$ cat config.mk
export PLATFORM = sky130hd
export DESIGN_NAME = md_seq
export DESIGN_NICKNAME = d
export VERILOG_FILES = /design/src/rtl/md_seq.sv
export SDC_FILE = /design/constraint.sdc
export NUM_CORES = 1
export LEC_CHECK = 0
export ABC_AREA = 1
export BUFFER_PORTS_ARGS = -buffer_cell sky130_fd_sc_hd__buf_2
export CAP_MARGIN = 30
export CORE_MARGIN = 2
export CORE_UTILIZATION = 50
export CTS_BUF_LIST = sky130_fd_sc_hd__clkbuf_8
export DETAILED_ROUTE_END_ITERATION = 6
export MAX_ROUTING_LAYER = met4
export PLACE_DENSITY = 0.71
export SYNTH_ARGS = -nofsm -noshare
export SYNTH_HDL_FRONTEND = slang
export SYNTH_SLANG_ARGS = --single-unit
$ cat constraint.sdc
create_clock -name clk -period 2.4 [get_ports clk]
set_input_delay 0.12 -clock clk [delete_from_list [all_inputs] [get_ports clk]]
set_output_delay 0.12 -clock clk [all_outputs]
set_load 0.05 [all_outputs]
$ cat src/rtl/md_seq.sv
// md_seq: multi-cycle RV32M multiply/divide sequencer (radix-2 shift-add / restoring divide).
// Define MD_FAST_SPECIAL_EN to resolve divide-by-zero, signed overflow and zero multiplies at accept.
module md_seq #(
    parameter int XLEN = 32
) (
    input  logic            clk,
    input  logic            rst_n,
    input  logic            start,
    input  logic            kill,
    input  logic [2:0]      op,
    input  logic [XLEN-1:0] a,
    input  logic [XLEN-1:0] b,
    output logic            busy,
    output logic            done,
    output logic [XLEN-1:0] result
);

    localparam int CW = $clog2(XLEN);
    localparam logic [XLEN-1:0] SMIN = {1'b1, {(XLEN-1){1'b0}}};
    localparam logic [XLEN-1:0] ALL1 = {XLEN{1'b1}};

    typedef enum logic [1:0] {
        IDLE,
        CALC,
        FIX,
        DONE
    } state_t;

    state_t            state_q;
    logic [2:0]        op_q;
    logic [XLEN-1:0]   a_q;
    logic [XLEN-1:0]   b_q;
    logic [XLEN-1:0]   opnd_q;
    logic [2*XLEN-1:0] acc_q;
    logic              neg_q;
    logic              rneg_q;
    logic [CW-1:0]     cnt_q;
    logic              busy_q;
    logic              done_q;
    logic [XLEN-1:0]   result_q;

    assign busy   = busy_q;
    assign done   = done_q;
    assign result = result_q;

    // Returns {hit, value} for the architecturally fixed corner cases.
    function automatic logic [XLEN:0] special_case(input logic [2:0] f,
                                                   input logic [XLEN-1:0] x,
                                                   input logic [XLEN-1:0] y);
        logic [XLEN:0] r;
        r = '0;
        if (f[2]) begin
            if (y == '0)
                r = {1'b1, (f[1] ? x : ALL1)};
            else if (!f[0] && x == SMIN && y == ALL1)
                r = {1'b1, (f[1] ? {XLEN{1'b0}} : SMIN)};
        end else if (x == '0 || y == '0) begin
            r = {1'b1, {XLEN{1'b0}}};
        end
        return r;
    endfunction

    // Operand signedness: MULH both, MULHSU only rs1, DIV/REM both.
    logic            a_signed;
    logic            b_signed;
    logic            sa;
    logic            sb;
    logic [XLEN-1:0] mag_a;
    logic [XLEN-1:0] mag_b;

    assign a_signed = (op == 3'b001) || (op == 3'b010) || (op == 3'b100) || (op == 3'b110);
    assign b_signed = (op == 3'b001) || (op == 3'b100) || (op == 3'b110);
    assign sa       = a_signed & a[XLEN-1];
    assign sb       = b_signed & b[XLEN-1];
    assign mag_a    = sa ? -a : a;
    assign mag_b    = sb ? -b : b;

    // One iteration of each datapath; the carry out of the add lands in bit 63 on the shift.
    logic [XLEN:0]     mul_sum;
    logic [2*XLEN-1:0] mul_next;
    logic [XLEN:0]     rem_sh;
    logic [XLEN:0]     div_diff;
    logic [2*XLEN-1:0] div_next;

    assign mul_sum  = {1'b0, acc_q[2*XLEN-1:XLEN]} + (acc_q[0] ? {1'b0, opnd_q} : {(XLEN+1){1'b0}});
    assign mul_next = {mul_sum, acc_q[XLEN-1:1]};
    assign rem_sh   = acc_q[2*XLEN-1:XLEN-1];
    assign div_diff = rem_sh - {1'b0, opnd_q};
    assign div_next = div_diff[XLEN] ? {rem_sh[XLEN-1:0], acc_q[XLEN-2:0], 1'b0}
                                     : {div_diff[XLEN-1:0], acc_q[XLEN-2:0], 1'b1};

    logic [2*XLEN-1:0] prod_fix;
    logic [XLEN-1:0]   quo_fix;
    logic [XLEN-1:0]   rem_fix;
    logic [XLEN:0]     spec_fix;
    logic [XLEN-1:0]   fix_result;

    assign prod_fix = neg_q  ? -acc_q : acc_q;
    assign quo_fix  = neg_q  ? -acc_q[XLEN-1:0] : acc_q[XLEN-1:0];
    assign rem_fix  = rneg_q ? -acc_q[2*XLEN-1:XLEN] : acc_q[2*XLEN-1:XLEN];
    assign spec_fix = special_case(op_q, a_q, b_q);

    always_comb begin
        fix_result = '0;
        if (spec_fix[XLEN]) begin
            fix_result = spec_fix[XLEN-1:0];
        end else begin
            case (op_q)
                3'b000:                 fix_result = prod_fix[XLEN-1:0];
                3'b001, 3'b010, 3'b011: fix_result = prod_fix[2*XLEN-1:XLEN];
                3'b100, 3'b101:         fix_result = quo_fix;
                default:                fix_result = rem_fix;
            endcase
        end
    end

`ifdef MD_FAST_SPECIAL_EN
    logic [XLEN:0] spec_in;
    assign spec_in = special_case(op, a, b);
`endif

    always_ff @(posedge clk or negedge rst_n) begin
        if (!rst_n) begin
            state_q  <= IDLE;
            op_q     <= '0;
            a_q      <= '0;
            b_q      <= '0;
            opnd_q   <= '0;
            acc_q    <= '0;
            neg_q    <= 1'b0;
            rneg_q   <= 1'b0;
            cnt_q    <= '0;
            busy_q   <= 1'b0;
            done_q   <= 1'b0;
            result_q <= '0;
        end else begin
            case (state_q)
                IDLE: begin
                    done_q <= 1'b0;
                    if (start && !kill) begin
                        op_q   <= op;
                        a_q    <= a;
                        b_q    <= b;
                        cnt_q  <= '0;
                        neg_q  <= sa ^ sb;
                        rneg_q <= sa;
                        // Multiply keeps the multiplier in the low half; divide keeps the dividend there.
                        opnd_q <= op[2] ? mag_b : mag_a;
                        acc_q  <= {{XLEN{1'b0}}, (op[2] ? mag_a : mag_b)};
                        busy_q <= 1'b1;
`ifdef MD_FAST_SPECIAL_EN
                        if (spec_in[XLEN]) begin
                            result_q <= spec_in[XLEN-1:0];
                            done_q   <= 1'b1;
                            state_q  <= DONE;
                        end else begin
                            state_q  <= CALC;
                        end
`else
                        state_q <= CALC;
`endif
                    end
                end
                CALC: begin
                    if (kill) begin
                        state_q <= IDLE;
                        busy_q  <= 1'b0;
                    end else begin
                        acc_q <= op_q[2] ? div_next : mul_next;
                        cnt_q <= cnt_q + CW'(1);
                        if (cnt_q == CW'(XLEN - 1))
                            state_q <= FIX;
                    end
                end
                FIX: begin
                    if (kill) begin
                        state_q <= IDLE;
                        busy_q  <= 1'b0;
                    end else begin
                        result_q <= fix_result;
                        done_q   <= 1'b1;
                        state_q  <= DONE;
                    end
                end
                DONE: begin
                    done_q  <= 1'b0;
                    busy_q  <= 1'b0;
                    state_q <= IDLE;
                end
                default: begin
                    done_q  <= 1'b0;
                    busy_q  <= 1'b0;
                    state_q <= IDLE;
                end
            endcase
        end
    end

endmodule
==> key figures <==
Critical path
  • Crit end category: flop
  • CP Data Required Time: 2930 ps
  • Crit path depth: 17
  • WP buf/inv: 5
  • Critical path class: reg2reg
  • Crit-path cells: buf_12, clkbuf_16, nand2_4, inv_4, ha_4, nand2_4, nor2_4, inv_4, nor3_4, nand3_2, nand3_2, nand2_1, nand3_2, nand2_1, inv_1, nand2_1, nand2_1
  • CP Max Fanout: 6
  • CP Launch Type: flop
  • Delay-heaviest family, CP: simple AND/OR/NAND/NOR gates
  • Max stage delay on crit path: about 500 ps
  • Crit path DAT: between 3000 and 4000 ps
  • Worst Reg-to-Reg Cells: 17
  • Top cell by count, worst path: nand2_1
  • Critical path's slowest cell: dfrtp_2

Place
  • DP Worst Slack: -101 ps
  • DP HPWL: around 76,000 µm
  • Port Buffer Count: 104
  • Global placer's final weighted congestion: around 1.1
  • Cell Count Post-Placement: roughly 4,600

Timing
  • Tcrit/Tclk final: 104%
  • Slew Limit Fails: 0
  • Max frequency: 401 MHz
  • Total negative setup slack: -309 ps
  • Hold_ws: between 50 and 60 ps
  • Slew margin rel.: 29.4%
  • Worst Skew: 31.6 ps
  • Final min period: approximately 2500 ps
  • PnR worst setup slack: -95.5 ps
  • Fin. Hold Viols: 0
  • Endpoints failing setup: 13
  • RSZ-0062 raised after global routing: yes
  • Worst-Margin Slew: around 1100 ps

Die
  • Ports: 105
  • Num rows: 75
  • Die area: roughly 44,000 µm²
  • Die width: around 210 µm
  • Core area: 41,900 µm²
  • Initial Utilization: 50.7%
  • Die height: around 210 µm

Clock tree
  • TritonCTS buffer count: 40
  • CTS Root Cell: clkbuf_8
  • Skew-Pair Late Insertion Delay: between 600 and 700 ps
  • Clk buf depth: 3
  • Clock-pin slew on the worst setup and hold paths: roughly 60 ps
  • TritonCTS clock tree: done
  • # clock sinks: between 200 and 250
  • H-tree Lvls: 2

Yosys
  • Syn nets: slightly below 4,000
  • Mapped Cells: ~3,800
  • Post-synth top flop: dfrtp_1
  • Post-synth EDFFs: 0
  • Count of cell types in the netlist: 46
  • Avg Synthesized Cell Area: around 5.6 µm²
  • Sequential area share after synthesis: 24.2%
  • Synth Register Bits: between 200 and 250
  • Synth Cell Area: 21,300 µm²
  • Syn. warnings: 0
  • Asr flop ratio synth: 100%

Global route
  • Vias in the first global route: 24,100
  • Largest net degree at the start of global routing: around 110
  • Gr ovfl total: 0
  • Initial antenna violation count: 1
  • Total Routing Usage GR: a little over two fifths
  • First-pass GRT wire length: 142,000 µm

Run
  • Max-cap violation count: 0

Final layout
  • Nets: 4,386
  • Share of cells above drive strength 1: about a quarter
  • Finished Layout Cells: around 4,800
  • Area grow syn2layout: 34.1%

Route
  • Drt via density: 5.64
  • DRT Pass-1 Iters: 6
  • First DRT Iteration DRCs: between 3,000 and 4,000
  • DRC Markers: 0
  • Post-route ant nets: 0
  • Routed wire length: 98,100 µm
  • Vias: between 20,000 and 30,000
  • Routed len/inst: between 20 and 25 µm

Run status
  • Status: finished, violations left
  • Failing checks: negative setup slack

Power and ir drop
  • Leakage power: ~15 nW
  • Overall power: around 0.042 W
  • Peak supply drop: about 0.9 mV
  • PwrDens: around 1500 nW/µm²

Min path
  • Worst Hold Class: in2async
cell usage after synthesis (11+ instances only):
cell      count  area, µm²
nor2_2       11       68.8
a21oi_1     172        861
o211ai_1     23        173
buf_1        22       82.6
inv_1       542       2030
ha_1         74        926
xor2_1       55        482
o21ai_0     214       1070
xnor2_1      11       96.3
nor3_1       30        150
nand2_2      11       68.8
o21ai_1      18       90.1
buf_2        23        115
clkbuf_1     70        263
nor2_1      511       1920
o221ai_1     16        140
a22oi_1      14        105
inv_2        21       78.8
nand3_1     307       1540
nand2_1    1296       4860
dfrtp_1     206       5150
nand4_1      55        344
what timing repair did:
| action | 4_1_cts | 5_1_grt |
|---|---|---|
| gates cloned | 1 | 8 |
| pin swaps | 13 | 112 |
| setup buffers | 3 | 47 |
| setup endpoints to repair | 31 | 59 |
| endpoints found under the hold margin | 297 | 0 |
| gates resized for setup | 79 | 401 |
| hold buffers | 68 | 0 |
registers in the layout, indices dropped and copies added, names as in the netlist, 2 cells and up:
signal and flops:
acc_q 64, a_q 32, b_q 32, opnd_q 32
result 32, cnt_q 5, op_q 3, state_q 2
cell usage in the layout (no fill, tap or decap), types with 8 or more instances in the layout:
cell type / n
nand2_1: 1181
inv_1: 500
nor2_1: 457
buf_4: 334
nand3_1: 277
o21ai_0: 201
dfrtp_1: 179
a21oi_1: 142
buf_2: 103
nand2_2: 96
inv_2: 72
dlygate4sd3_1: 68
nand4_1: 55
ha_4: 55
xor2_1: 51
clkbuf_8: 48
nor2_2: 47
nand2_4: 34
nand3_2: 30
o21ai_1: 28
dfrtp_2: 27
a21oi_2: 26
buf_12: 24
o211ai_1: 23
nor2_4: 22
nor3_1: 19
o221ai_1: 16
ha_1: 15
a22oi_1: 14
xnor2_1: 11
nand3b_1: 9
nor3_2: 8
buf_6: 8
logic make-up after synthesis:
family,share of synthesized area (%)
DFF,24.2
buffers and inverters,12.7
and+or+nand+nor,43.6
adders and majority gates,4.54
xor gates and xnor gates,2.72
AOI/OAI and AO/OA,12.2
through the flow:
| stage | instance area, µm² | util [%] |
|---|---|---|
| 2_1_floorplan | 21300 | - |
| 3_3_place_gp | 24600 | 58.6 |
| 3_5_place_dp | 24600 | 58.6 |
| 4_1_cts | 26600 | 63.3 |
| 5_1_grt | 28500 | 68.0 |
| 6_report | 28500 | 68.0 |
final timing paths:
kind	from	end	slack, ps
max	acc_q[0]	acc_q[55]	-100
min	rst_n	b_q[19]	50
max reg2reg	acc_q[0]	acc_q[55]	-100
min reg2reg	result[15]	result[15]	480
max in group asynchronous	rst_n	cnt_q[2]	1630
min in group clk	start	busy	50
metal layers:
layer	part of all wire, %	up-vias	track usage (%)
li1	-	12800	-
met1	41	12400	59.5
met2	42	1587	63.4
met3	12	311	8.60
met4	5.7	0	18.2
met5	0	-	-
final cells by class:
cell class	instances	area, µm²
Fill cell	3837	13400
Sequential cell	206	5190
Timing Repair Buffer	544	4440
Clock inverter	23	161
Clock buffer	48	661
Antenna cell	1	2.50
Multi-Input combinational cell	2879	15300
Tap cell	539	674
Inverter	568	2140
worst register-to-register path: stages (launching register included):
cell	delay [ps]
dfrtp_2	500
buf_12	190
clkbuf_16	160
nand2_4	60
inv_4	40
ha_4	310
nand2_4	90
nor2_4	150
inv_4	60
nor3_4	160
nand3_2	150
nand3_2	120
nand2_1	90
nand3_2	80
nand2_1	60
inv_1	70
nand2_1	60
nand2_1	80
power by group:
group	switching (W)	total, W	internal [W]	leakage [nW]
combinational	0.0197	0.0315	0.0119	12.3
sequential	0.00182	0.00694	0.00512	2.47
clock	0.00175	0.00370	0.00195	0.448
total	0.0232	0.0422	0.0189	15.2
(Power assumes the default switching activity.)
